## config.mk

```make
export PLATFORM = sky130hd
export DESIGN_NAME = voice_allocator
export DESIGN_NICKNAME = d
export VERILOG_FILES = /design/src/rtl/voice_allocator.sv
export SDC_FILE = /design/constraint.sdc
export NUM_CORES = 1
export LEC_CHECK = 0
export ABC_AREA = 1
export CORE_UTILIZATION = 40
export CTS_CLUSTER_DIAMETER = 150
export CTS_CLUSTER_SIZE = 30
export DETAILED_ROUTE_END_ITERATION = 7
export GPL_TIMING_DRIVEN = 1
export PLACE_DENSITY_LB_ADDON = 0.1
export SLEW_MARGIN = 5
export SYNTH_ARGS = -nofsm -noshare
export SYNTH_HDL_FRONTEND = slang
export SYNTH_SLANG_ARGS = --single-unit
```

## constraint.sdc

```tcl
create_clock -name sys_clk -period 5.4 [get_ports sys_clk]
set_clock_uncertainty 0.05 [all_clocks]
set_input_delay 0.54 -clock sys_clk [delete_from_list [all_inputs] [get_ports sys_clk]]
set_output_delay 0.54 -clock sys_clk [all_outputs]
set_load 0.02 [all_outputs]
```

## src/rtl/voice_allocator.sv

```systemverilog
// PS/2 set-2 keyboard to polyphonic voice allocator: parses make/break codes,
// assigns notes to voices with LRU stealing, and tracks a global octave.
module voice_allocator #(
  parameter int VOICES   = 4,
  parameter int OCT_INIT = 1
) (
  input  logic                  sys_clk,
  input  logic                  rst_n,
  input  logic [7:0]            ps2_byte,
  input  logic                  ps2_valid,
  input  logic                  ps2_ovf,
  output logic [4*VOICES-1:0]   notes,
  output logic [2*VOICES-1:0]   octs,
  output logic [1:0]            octave,
  output logic [3:0]            active,
  output logic                  steal
);

  localparam logic [2:0] RMAX = 3'(VOICES - 1);

  typedef enum logic [1:0] {
    ST_IDLE,
    ST_BRK,
    ST_EXT,
    ST_EXT_BRK
  } state_t;

  state_t      r_state;
  state_t      w_state_next;
  logic        w_make;
  logic        w_break;

  logic [3:0]  w_key;
  logic        w_oct_up;
  logic        w_oct_dn;

  logic [3:0]  r_note [VOICES];
  logic [1:0]  r_oct  [VOICES];
  logic [2:0]  r_rank [VOICES];
  logic [3:0]  w_note_next [VOICES];
  logic [1:0]  w_oct_next  [VOICES];
  logic [2:0]  w_rank_next [VOICES];

  logic [1:0]  r_octave;
  logic [1:0]  w_octave_next;
  logic [3:0]  r_active;
  logic [3:0]  w_active_next;
  logic        r_steal;
  logic        w_steal_next;

  logic        w_held;
  logic        w_free;
  logic [2:0]  w_free_idx;
  logic [2:0]  w_old_idx;
  logic [2:0]  w_target;
  logic [2:0]  w_target_rank;
  logic        w_alloc;

  // Overflow wins over any strobed byte and always drops the parser back to IDLE.
  always_comb begin
    w_state_next = r_state;
    w_make       = 1'b0;
    w_break      = 1'b0;
    if (ps2_ovf) begin
      w_state_next = ST_IDLE;
    end else if (ps2_valid) begin
      case (r_state)
        ST_IDLE: begin
          if (ps2_byte == 8'hF0)      w_state_next = ST_BRK;
          else if (ps2_byte == 8'hE0) w_state_next = ST_EXT;
          else                        w_make       = 1'b1;
        end
        ST_BRK: begin
          w_break      = 1'b1;
          w_state_next = ST_IDLE;
        end
        ST_EXT:     w_state_next = (ps2_byte == 8'hF0) ? ST_EXT_BRK : ST_IDLE;
        ST_EXT_BRK: w_state_next = ST_IDLE;
        default:    w_state_next = ST_IDLE;
      endcase
    end
  end

  always_ff @(posedge sys_clk or negedge rst_n) begin
    if (!rst_n) r_state <= ST_IDLE;
    else        r_state <= w_state_next;
  end

  always_comb begin
    w_key    = 4'd0;
    w_oct_up = 1'b0;
    w_oct_dn = 1'b0;
    case (ps2_byte)
      8'h1C: w_key = 4'd1;
      8'h1B: w_key = 4'd2;
      8'h23: w_key = 4'd3;
      8'h2B: w_key = 4'd4;
      8'h34: w_key = 4'd5;
      8'h33: w_key = 4'd6;
      8'h3B: w_key = 4'd7;
      8'h1A: w_oct_dn = 1'b1;
      8'h22: w_oct_up = 1'b1;
      default: w_key = 4'd0;
    endcase
  end

  // Descending scan so the lowest-index silent voice is the one that sticks.
  always_comb begin
    w_held        = 1'b0;
    w_free        = 1'b0;
    w_free_idx    = 3'd0;
    w_old_idx     = 3'd0;
    for (int i = VOICES - 1; i >= 0; i--) begin
      if (r_note[i] == 4'd0) begin
        w_free     = 1'b1;
        w_free_idx = 3'(i);
      end
      if (w_key != 4'd0 && r_note[i] == w_key) w_held = 1'b1;
      if (r_rank[i] == RMAX) w_old_idx = 3'(i);
    end
    w_target = w_free ? w_free_idx : w_old_idx;
    w_alloc  = w_make && (w_key != 4'd0) && !w_held;
    w_target_rank = 3'd0;
    for (int i = 0; i < VOICES; i++) begin
      if (3'(i) == w_target) w_target_rank = r_rank[i];
    end
  end

  always_comb begin
    w_active_next = 4'd0;
    for (int i = 0; i < VOICES; i++) begin
      w_note_next[i] = r_note[i];
      w_oct_next[i]  = r_oct[i];
      w_rank_next[i] = r_rank[i];
      if (ps2_ovf) begin
        w_note_next[i] = 4'd0;
      end else if (w_alloc && w_target == 3'(i)) begin
        w_note_next[i] = w_key;
        w_oct_next[i]  = r_octave;
      end else if (w_break && w_key != 4'd0 && r_note[i] == w_key) begin
        w_note_next[i] = 4'd0;
      end
      // Moving the target to the front ages only the voices that were newer than it.
      if (w_alloc) begin
        if (w_target == 3'(i))              w_rank_next[i] = 3'd0;
        else if (r_rank[i] < w_target_rank) w_rank_next[i] = r_rank[i] + 3'd1;
      end
      w_active_next = w_active_next + 4'(w_note_next[i] != 4'd0);
    end
  end

  always_comb begin
    w_octave_next = r_octave;
    if (w_make && w_oct_up && r_octave != 2'd3) w_octave_next = r_octave + 2'd1;
    if (w_make && w_oct_dn && r_octave != 2'd0) w_octave_next = r_octave - 2'd1;
    w_steal_next = w_alloc && !w_free;
  end

  always_ff @(posedge sys_clk or negedge rst_n) begin
    if (!rst_n) begin
      for (int i = 0; i < VOICES; i++) begin
        r_note[i] <= 4'd0;
        r_oct[i]  <= 2'd0;
        r_rank[i] <= 3'(i);
      end
      r_octave <= 2'(OCT_INIT);
      r_active <= 4'd0;
      r_steal  <= 1'b0;
    end else begin
      for (int i = 0; i < VOICES; i++) begin
        r_note[i] <= w_note_next[i];
        r_oct[i]  <= w_oct_next[i];
        r_rank[i] <= w_rank_next[i];
      end
      r_octave <= w_octave_next;
      r_active <= w_active_next;
      r_steal  <= w_steal_next;
    end
  end

  genvar gi;
  generate
    for (gi = 0; gi < VOICES; gi++) begin : g_pack
      assign notes[4*gi +: 4] = r_note[gi];
      assign octs[2*gi +: 2]  = r_oct[gi];
    end
  endgenerate

  assign octave = r_octave;
  assign active = r_active;
  assign steal  = r_steal;

endmodule

```

==> Word level (Yosys, flattened, before mapping) <==
Index checks and enable logic that the tools add are counted.
W data, S select, Z words.
{ "classes": {"add_sub_neg": 9, "magnitude_cmp": 4, "n_eq_ne": 30, "n_mux": 60, "bitwise": 1, "n_reduce_logical": 50} }
{ "op_table": {"columns": ["cell", "n"], "rows": [
  ["$mux W3", 19],
  ["$eq A8 B6 Y1 const B", 6],
  ["$mux W4", 12],
  ["$eq A8 B5 Y1 const B", 3],
  ["$pmux W3 S7", 1],
  ["$logic_and A1 B1 Y1", 20],
  ["$reduce_bool A4 Y1", 5],
  ["$eq A3 B2 Y1 const B", 6],
  ["$mux W1", 18],
  ["$mux W2", 9],
  ["$reduce_and A2 Y1", 9],
  ["$eq A4 B4 Y1", 4],
  ["$eq A8 B8 Y1 const B", 2],
  ["$logic_not A4 Y1", 4],
  ["$reduce_bool A2 Y1", 7],
  ["$add A3 B1 Y3 const B", 4],
  ["$lt A3 B3 Y1", 4],
  ["$eq A2 B3 Y1 const A", 2],
  ["$pmux W2 S3", 1],
  ["$add A3 B1 Y4", 1],
  ["$eq A2 B2 Y1 const B", 2],
  ["$ne A4 B4 Y1 const B", 1],
  ["$add A2 B1 Y3", 1],
  ["$eq A1 B3 Y1 const A", 1],
  ["11 further kinds", 12]
]} }
{ "totals": {"regBits": 45, "input_bits": 12, "out_inout_bits": 31, "word_cells": 170} }

==> Depth between registers and ports, before layout <==
{ "depth": {"word_depth": 17, "mapped_depth": 23} }

==> Least setup slack after synthesis <==
No wires, ideal clock.
{ "synth_path": {"kind": "input to register", "startpoint": "input ps2_byte[6]", "endpoint": "register r_active[1], in the netlist active[1]", "setup_time_ps": 126, "arrival_ps": 3005, "required_ps": 5224, "slack_ps": 2219, "path_stages": 22, "n_path_buf": 2, "cell_sequence": "inv_1 -> nand2_4 -> nor2_1 -> nand2_1 -> nand3_2 -> buf_6 -> nand2_1 -> nand2_1 -> nor2_2 -> nand3_2 -> nand2_4 -> nor2_8 -> buf_6 -> nand4_1 -> nand2_2 -> inv_2 -> nand2_1 -> nor2_1 -> fa_1 -> inv_1 -> ha_1 -> ha_1"} }
{ "synth_rtl": {"columns": ["item", "line_no", "source"], "rows": [
  ["from (decl)", "9", "input logic [7:0] ps2_byte,"],
  ["to (signal assigned)", "176", "r_active <= w_active_next;"],
  ["to (decl)", "46", "logic [3:0] r_active;"]
]} }

==> Final worst setup path <==
{ "layout_path": {"startpoint": "input ps2_byte[4]", "endpoint": "register r_active[1], in the netlist active[1]"} }
{ "layout_between": {"elab_chain_len": 17, "elab_cells_between_ends": 59, "cone_classes": "add/sub: 3; eq/ne: 13; mux: 22; reduce/logical: 21"} }
{ "layout_lines": {"columns": ["item", "line_no", "source"], "rows": [
  ["$eq A8 B6 Y1 / $eq A8 B5 Y1 (equally long branches)", "93", "case (ps2_byte)"],
  ["$pmux W3 S7", "93", null],
  ["$eq A4 B4 Y1 / $reduce_bool A4 Y1 (equally long branches)", "118, 140, 122", null],
  ["$logic_and A1 B1 Y1", "118", "if (w_key != 4'd0 && r_note[i] == w_key) w_held = 1'b1;"],
  ["$mux W1 (4 in a row)", "118", null],
  ["$logic_not A1 Y1", "122", "w_alloc = w_make && (w_key != 4'd0) && !w_held;"],
  ["$logic_and A1 B1 Y1", "122", null],
  ["$logic_and A1 B1 Y1", "137", "end else if (w_alloc && w_target == 3'(i)) begin"],
  ["$mux W4", "137", null],
  ["$mux W4", "135", "if (ps2_ovf) begin"],
  ["$reduce_bool A4 Y1", "148", "w_active_next = w_active_next + 4'(w_note_next[i] != 4'd0);"],
  ["$add A1 B1 Y2", "148", null],
  ["$add A2 B1 Y3", "148", null],
  ["$add A3 B1 Y4 (*)", "148", null],
  ["named net w_active_next[1]", "47", "logic [3:0] w_active_next;"]
]} }
The timed path passes the listed nets; every way through them passes the cells marked *.
A chain may end at the register's enable or synchronous reset.

==> load_flow_metrics.sql <==
INSERT INTO impl_metrics (metric_group, metric, value, unit) VALUES
('outcome', 'outcome', 'completed', ''),
('power_and_ir_drop', 'irDropWorstVdd', '0.08783', 'mV'),
('synthesis', 'syn-instance-count', '481', ''),
('worst_setup_path', 'timing.critical_path.required', '5.54', 'ns'),
('cells_and_area', 'areaGrowthSynthToFinish', '16.40', '%'),
('global_routing', 'global_route.usage.total', '20.08', '%'),
('clock_network', 'postCtsSetupBuffers', '0', ''),
('synthesis', 'synth_seq_cells', '44', ''),
('clock_network', 'clock_pin_slew_reported_for_the_worst_setup_and_hold_paths_after_clock_tree_synthesis', '0.08', 'ns'),
('timing', 'holdWs', '0.3448', 'ns'),
('place', 'place.port_buffers', '41', ''),
('clock_network', 'insertion_delay', '0.30', 'ns'),
('clock_network', 'ctsRootBufferMaster', 'sky130_fd_sc_hd__clkbuf_8', ''),
('floorplan', 'core-area', '0.008217', 'mm²'),
('worst_setup_path', 'slowest_stage', 'sky130_fd_sc_hd__clkdlybuf4s50_1', ''),
('place', 'place_hpwl', '6.460', 'mm'),
('synthesis', 'synth_area_per_cell', '7.044', 'µm²'),
('worst_setup_path', 'critical_path.top_delay_family', 'simple AND/OR/NAND/NOR gates', ''),
('floorplan', 'std_cell_rows', '33', ''),
('cells_and_area', 'finish.net_count', '554', ''),
('timing', 'final_hold_viol_count', '0', ''),
('global_routing', 'overflow', '0', ''),
('detailed_routing', 'firstDrtPassIters', '5', ''),
('flow_run', 'maxCapViolCount', '0', ''),
('floorplan', 'start_util', '41.24', '%'),
('place', 'globalplace.congestion', '0.8602', ''),
('worst_setup_path', 'slowest_delay', '0.60', 'ns'),
('floorplan', 'die_width', '94.04', 'µm'),
('timing', 'min_clock_period_post_route', '3.903', 'ns'),
('timing', 'fin_setup_tns', '0', 'ns'),
('worst_setup_path', 'critPathCaptureType', 'register', ''),
('global_routing', 'via_count_of_the_first_global_routing_pass', '2948', ''),
('global_routing', 'grt_first_pass_wirelength', '13.74', 'mm'),
('timing', 'period_share', '72.29', '%'),
('detailed_routing', 'final_antenna_net_count', '0', ''),
('timing', 'slew_headroom', '34.98', '%'),
('worst_setup_path', 'timing.critical_path.fanout_max', '15', ''),
('power_and_ir_drop', 'total_power', '590.6', 'µW'),
('worst_setup_path', 'timing.critical_path.cells', 'clkdlybuf4s50_1 -> inv_2 -> nand2_1 -> nor2_1 -> nand2_1 -> nand3_2 -> inv_2 -> nand2_1 -> nand3_1 -> nor2_2 -> nor2_4 -> nand3_2 -> nand2_1 -> nand3_1 -> nand2_1 -> nor2_1 -> fa_1 -> inv_1 -> ha_1 -> ha_1', ''),
('synthesis', 'yosysUniqueCellTypes', '37', ''),
('detailed_routing', 'finalWirelength', '8.133', 'mm'),
('synthesis', 'syn_area', '0.003388', 'mm²'),
('detailed_routing', 'route.detailed.drc', '0', ''),
('timing', 'grt_setup_unrepaired', 'no', ''),
('synthesis', 'synth_warnings', '0', ''),
('cells_and_area', 'nFillCells', '849', ''),
('floorplan', 'die_height', '94.04', 'µm'),
('clock_network', 'deepest_level_of_the_cts_h_tree', '2', ''),
('power_and_ir_drop', 'pwr_density_cell', '149.7', 'mW/mm²'),
('worst_hold_path', 'holdCritPathClass', 'in2async', ''),
('global_routing', 'antenna_violations_before_repair', '0', ''),
('timing', 'transition_at_the_pin_with_the_smallest_max_transition_slack', '0.9753', 'ns'),
('worst_setup_path', 'critPathMostFrequentCell', 'sky130_fd_sc_hd__nand2_1', ''),
('floorplan', 'io_pins', '43', ''),
('cells_and_area', 'postLayoutCoreUtil', '48.00', '%'),
('cells_and_area', 'final_cell_area', '0.003944', 'mm²'),
('clock_network', 'post_cts_resize_count', '0', ''),
('cells_and_area', 'drive_above_1_share', '11.26', '%'),
('clock_network', 'holdBufCountCts', '0', ''),
('global_routing', 'grt_start_max_net_pins', '45', ''),
('clock_network', 'cts_tree', 'built', ''),
('clock_network', 'number_of_sinks_handled_by_clock_tree_synthesis', '44', ''),
('floorplan', 'dieArea', '0.008843', 'mm²'),
('worst_setup_path', 'crit_buf_inv', '4', ''),
('synthesis', 'ys_seq_area_share', '32.68', '%'),
('synthesis', 'syn_nets', '512', ''),
('detailed_routing', 'initialDrtViolationCount', '122', ''),
('cells_and_area', 'antenna_cells_inserted', '0', ''),
('clock_network', 'clock_path_buffers', '2', ''),
('timing', 'drv_slew', '0', ''),
('worst_setup_path', 'worstSetupStartpointType', 'input port', '');
-- per-layer routing --
layer  vias up  global-route usage (%)  share of wire (%)
met2        60                   32.54                 45
met3         6                   3.155                4.5
met1      1441                   28.00                 49
li1       1606                       -                  -
met5         -                       0                  0
met4         0                   4.615               0.89
-- report_power, final --
group | switching (µW) | total, µW | leakage (µW) | internal [µW]
combinational | 34.8 | 51.0 | 0.00154 | 16.2
clock | 117 | 207 | 0.0000412 | 90.6
sequential | 1.24 | 332 | 0.000597 | 331
-- flip-flops by register name (all words and copies together), names as in the netlist --
name	count
steal	1
r_state	2
active	3
octs	8
notes	16
r_rank	12
octave	2
-- worst register-to-register path, stage by stage, from the launching register on --
cell	delay [ns]
sky130_fd_sc_hd__dfstp_2	0.58
sky130_fd_sc_hd__ha_1	0.16
sky130_fd_sc_hd__ha_1	0.17
sky130_fd_sc_hd__nor2_1	0.05
sky130_fd_sc_hd__o21ai_0	0.09
sky130_fd_sc_hd__nand3_1	0.13
sky130_fd_sc_hd__nand2_1	0.16
sky130_fd_sc_hd__inv_1	0.10
sky130_fd_sc_hd__nor2_1	0.44
sky130_fd_sc_hd__nand3_2	0.25
sky130_fd_sc_hd__nand2_1	0.11
sky130_fd_sc_hd__nand3_1	0.09
sky130_fd_sc_hd__nand2_1	0.08
sky130_fd_sc_hd__nor2_1	0.06
sky130_fd_sc_hd__fa_1	0.53
sky130_fd_sc_hd__inv_1	0.04
sky130_fd_sc_hd__ha_1	0.19
sky130_fd_sc_hd__ha_1	0.26
-- synth_stat cells --
library cell,instances,area (µm²)
sky130_fd_sc_hd__a211oi_1,1,7.510
sky130_fd_sc_hd__a21oi_1,7,35.03
sky130_fd_sc_hd__a221oi_1,1,8.760
sky130_fd_sc_hd__and2_1,1,6.260
sky130_fd_sc_hd__and3_2,1,7.510
sky130_fd_sc_hd__buf_4,1,7.510
sky130_fd_sc_hd__buf_6,4,45.04
sky130_fd_sc_hd__clkbuf_8,1,13.76
sky130_fd_sc_hd__conb_1,1,3.750
sky130_fd_sc_hd__dfrtp_1,39,975.9
sky130_fd_sc_hd__dfstp_2,5,131.4
sky130_fd_sc_hd__fa_1,1,20.02
sky130_fd_sc_hd__ha_1,18,225.2
sky130_fd_sc_hd__inv_1,83,311.6
sky130_fd_sc_hd__inv_2,6,22.52
sky130_fd_sc_hd__inv_4,1,6.260
sky130_fd_sc_hd__nand2_1,141,529.3
sky130_fd_sc_hd__nand2_2,7,43.79
sky130_fd_sc_hd__nand2_4,4,45.04
sky130_fd_sc_hd__nand3_1,48,240.2
sky130_fd_sc_hd__nand3_2,6,60.06
sky130_fd_sc_hd__nand3_4,2,35.03
sky130_fd_sc_hd__nand4_1,23,143.9
sky130_fd_sc_hd__nor2_1,39,146.4
sky130_fd_sc_hd__nor2_2,6,37.54
sky130_fd_sc_hd__nor2_4,5,56.30
sky130_fd_sc_hd__nor2_8,1,20.02
sky130_fd_sc_hd__nor3_1,2,10.01
sky130_fd_sc_hd__nor3_4,3,48.80
sky130_fd_sc_hd__nor4_1,1,6.260
sky130_fd_sc_hd__o211ai_2,1,12.51
sky130_fd_sc_hd__o21ai_0,12,60.06
sky130_fd_sc_hd__o21ai_2,1,8.760
sky130_fd_sc_hd__o22ai_1,3,18.77
sky130_fd_sc_hd__o31ai_1,1,7.510
sky130_fd_sc_hd__or2_2,2,12.51
sky130_fd_sc_hd__xor2_1,2,17.52
-- cell families (layout without fill, tap and decap cells) --
family                     Yosys count  after routing  synth area share [%]
xor gates and xnor gates             2              2                0.5171
buffers and inverters               96            139                 12.00
other                                1              1                0.1107
adders and majority gates           19             19                 7.238
DFF                                 44             44                 32.68
AOI/OAI and AO/OA                   27             27                 4.690
and+or+nand+nor                    292            292                 42.76
-- placed cells by master, fill, tap and decap left out, types with 2 or more instances in the layout --
master / instances
sky130_fd_sc_hd__a21oi_1: 7
sky130_fd_sc_hd__clkbuf_8: 5
sky130_fd_sc_hd__clkdlybuf4s50_1: 40
sky130_fd_sc_hd__dfrtp_1: 39
sky130_fd_sc_hd__dfstp_2: 5
sky130_fd_sc_hd__ha_1: 18
sky130_fd_sc_hd__inv_1: 83
sky130_fd_sc_hd__inv_2: 6
sky130_fd_sc_hd__nand2_1: 141
sky130_fd_sc_hd__nand2_2: 7
sky130_fd_sc_hd__nand2_4: 4
sky130_fd_sc_hd__nand3_1: 48
sky130_fd_sc_hd__nand3_2: 6
sky130_fd_sc_hd__nand3_4: 2
sky130_fd_sc_hd__nand4_1: 23
sky130_fd_sc_hd__nor2_1: 39
sky130_fd_sc_hd__nor2_2: 6
sky130_fd_sc_hd__nor2_4: 5
sky130_fd_sc_hd__nor3_1: 2
sky130_fd_sc_hd__nor3_4: 3
sky130_fd_sc_hd__o21ai_0: 12
sky130_fd_sc_hd__o22ai_1: 3
sky130_fd_sc_hd__or2_2: 2
sky130_fd_sc_hd__xor2_1: 2
-- stage by stage --
step,std cells,worst slack (ns)
after global routing,629,1.194
after global placement,621,1.255
final,629,1.497
after detailed placement,621,1.206
after floorplan,481,2.219
after CTS,629,1.509
-- path summary, 6_finish.rpt --
path                                            start                endpoint  slack [ns]  cells past startpoint
max in group asynchronous                       rst_n  r_rank[11]$_DFFE_PN0P_        4.35                      1
worst max register to register  r_rank[6]$_DFFE_PN1P_     active[1]$_DFF_PN0_        1.75                     17
worst max-delay path                      ps2_byte[4]     active[1]$_DFF_PN0_        1.50                     20
worst min-delay path                            rst_n   octave[1]$_DFFE_PN0P_        0.34                      1
min in group sys_clk              octs[4]$_DFFE_PN0P_     octs[4]$_DFFE_PN0P_        0.44                      2
worst min register to register    octs[4]$_DFFE_PN0P_     octs[4]$_DFFE_PN0P_        0.44                      2
-- area by class of cell --
| cell class | instances | area [µm²] | share of cell area [%] |
|---|---|---|---|
| multi-input cells | 341 | 1874 | 47.53 |
| repair buffers | 41 | 405.4 | 10.28 |
| well taps | 105 | 131.4 | 3.331 |
| clock inverters | 2 | 12.51 | 0.3173 |
| clock buffers | 6 | 72.57 | 1.840 |
| flip-flops and latches | 44 | 1107 | 28.08 |
| inverters | 90 | 340.3 | 8.629 |
Power figures use the tool's default switching activity.
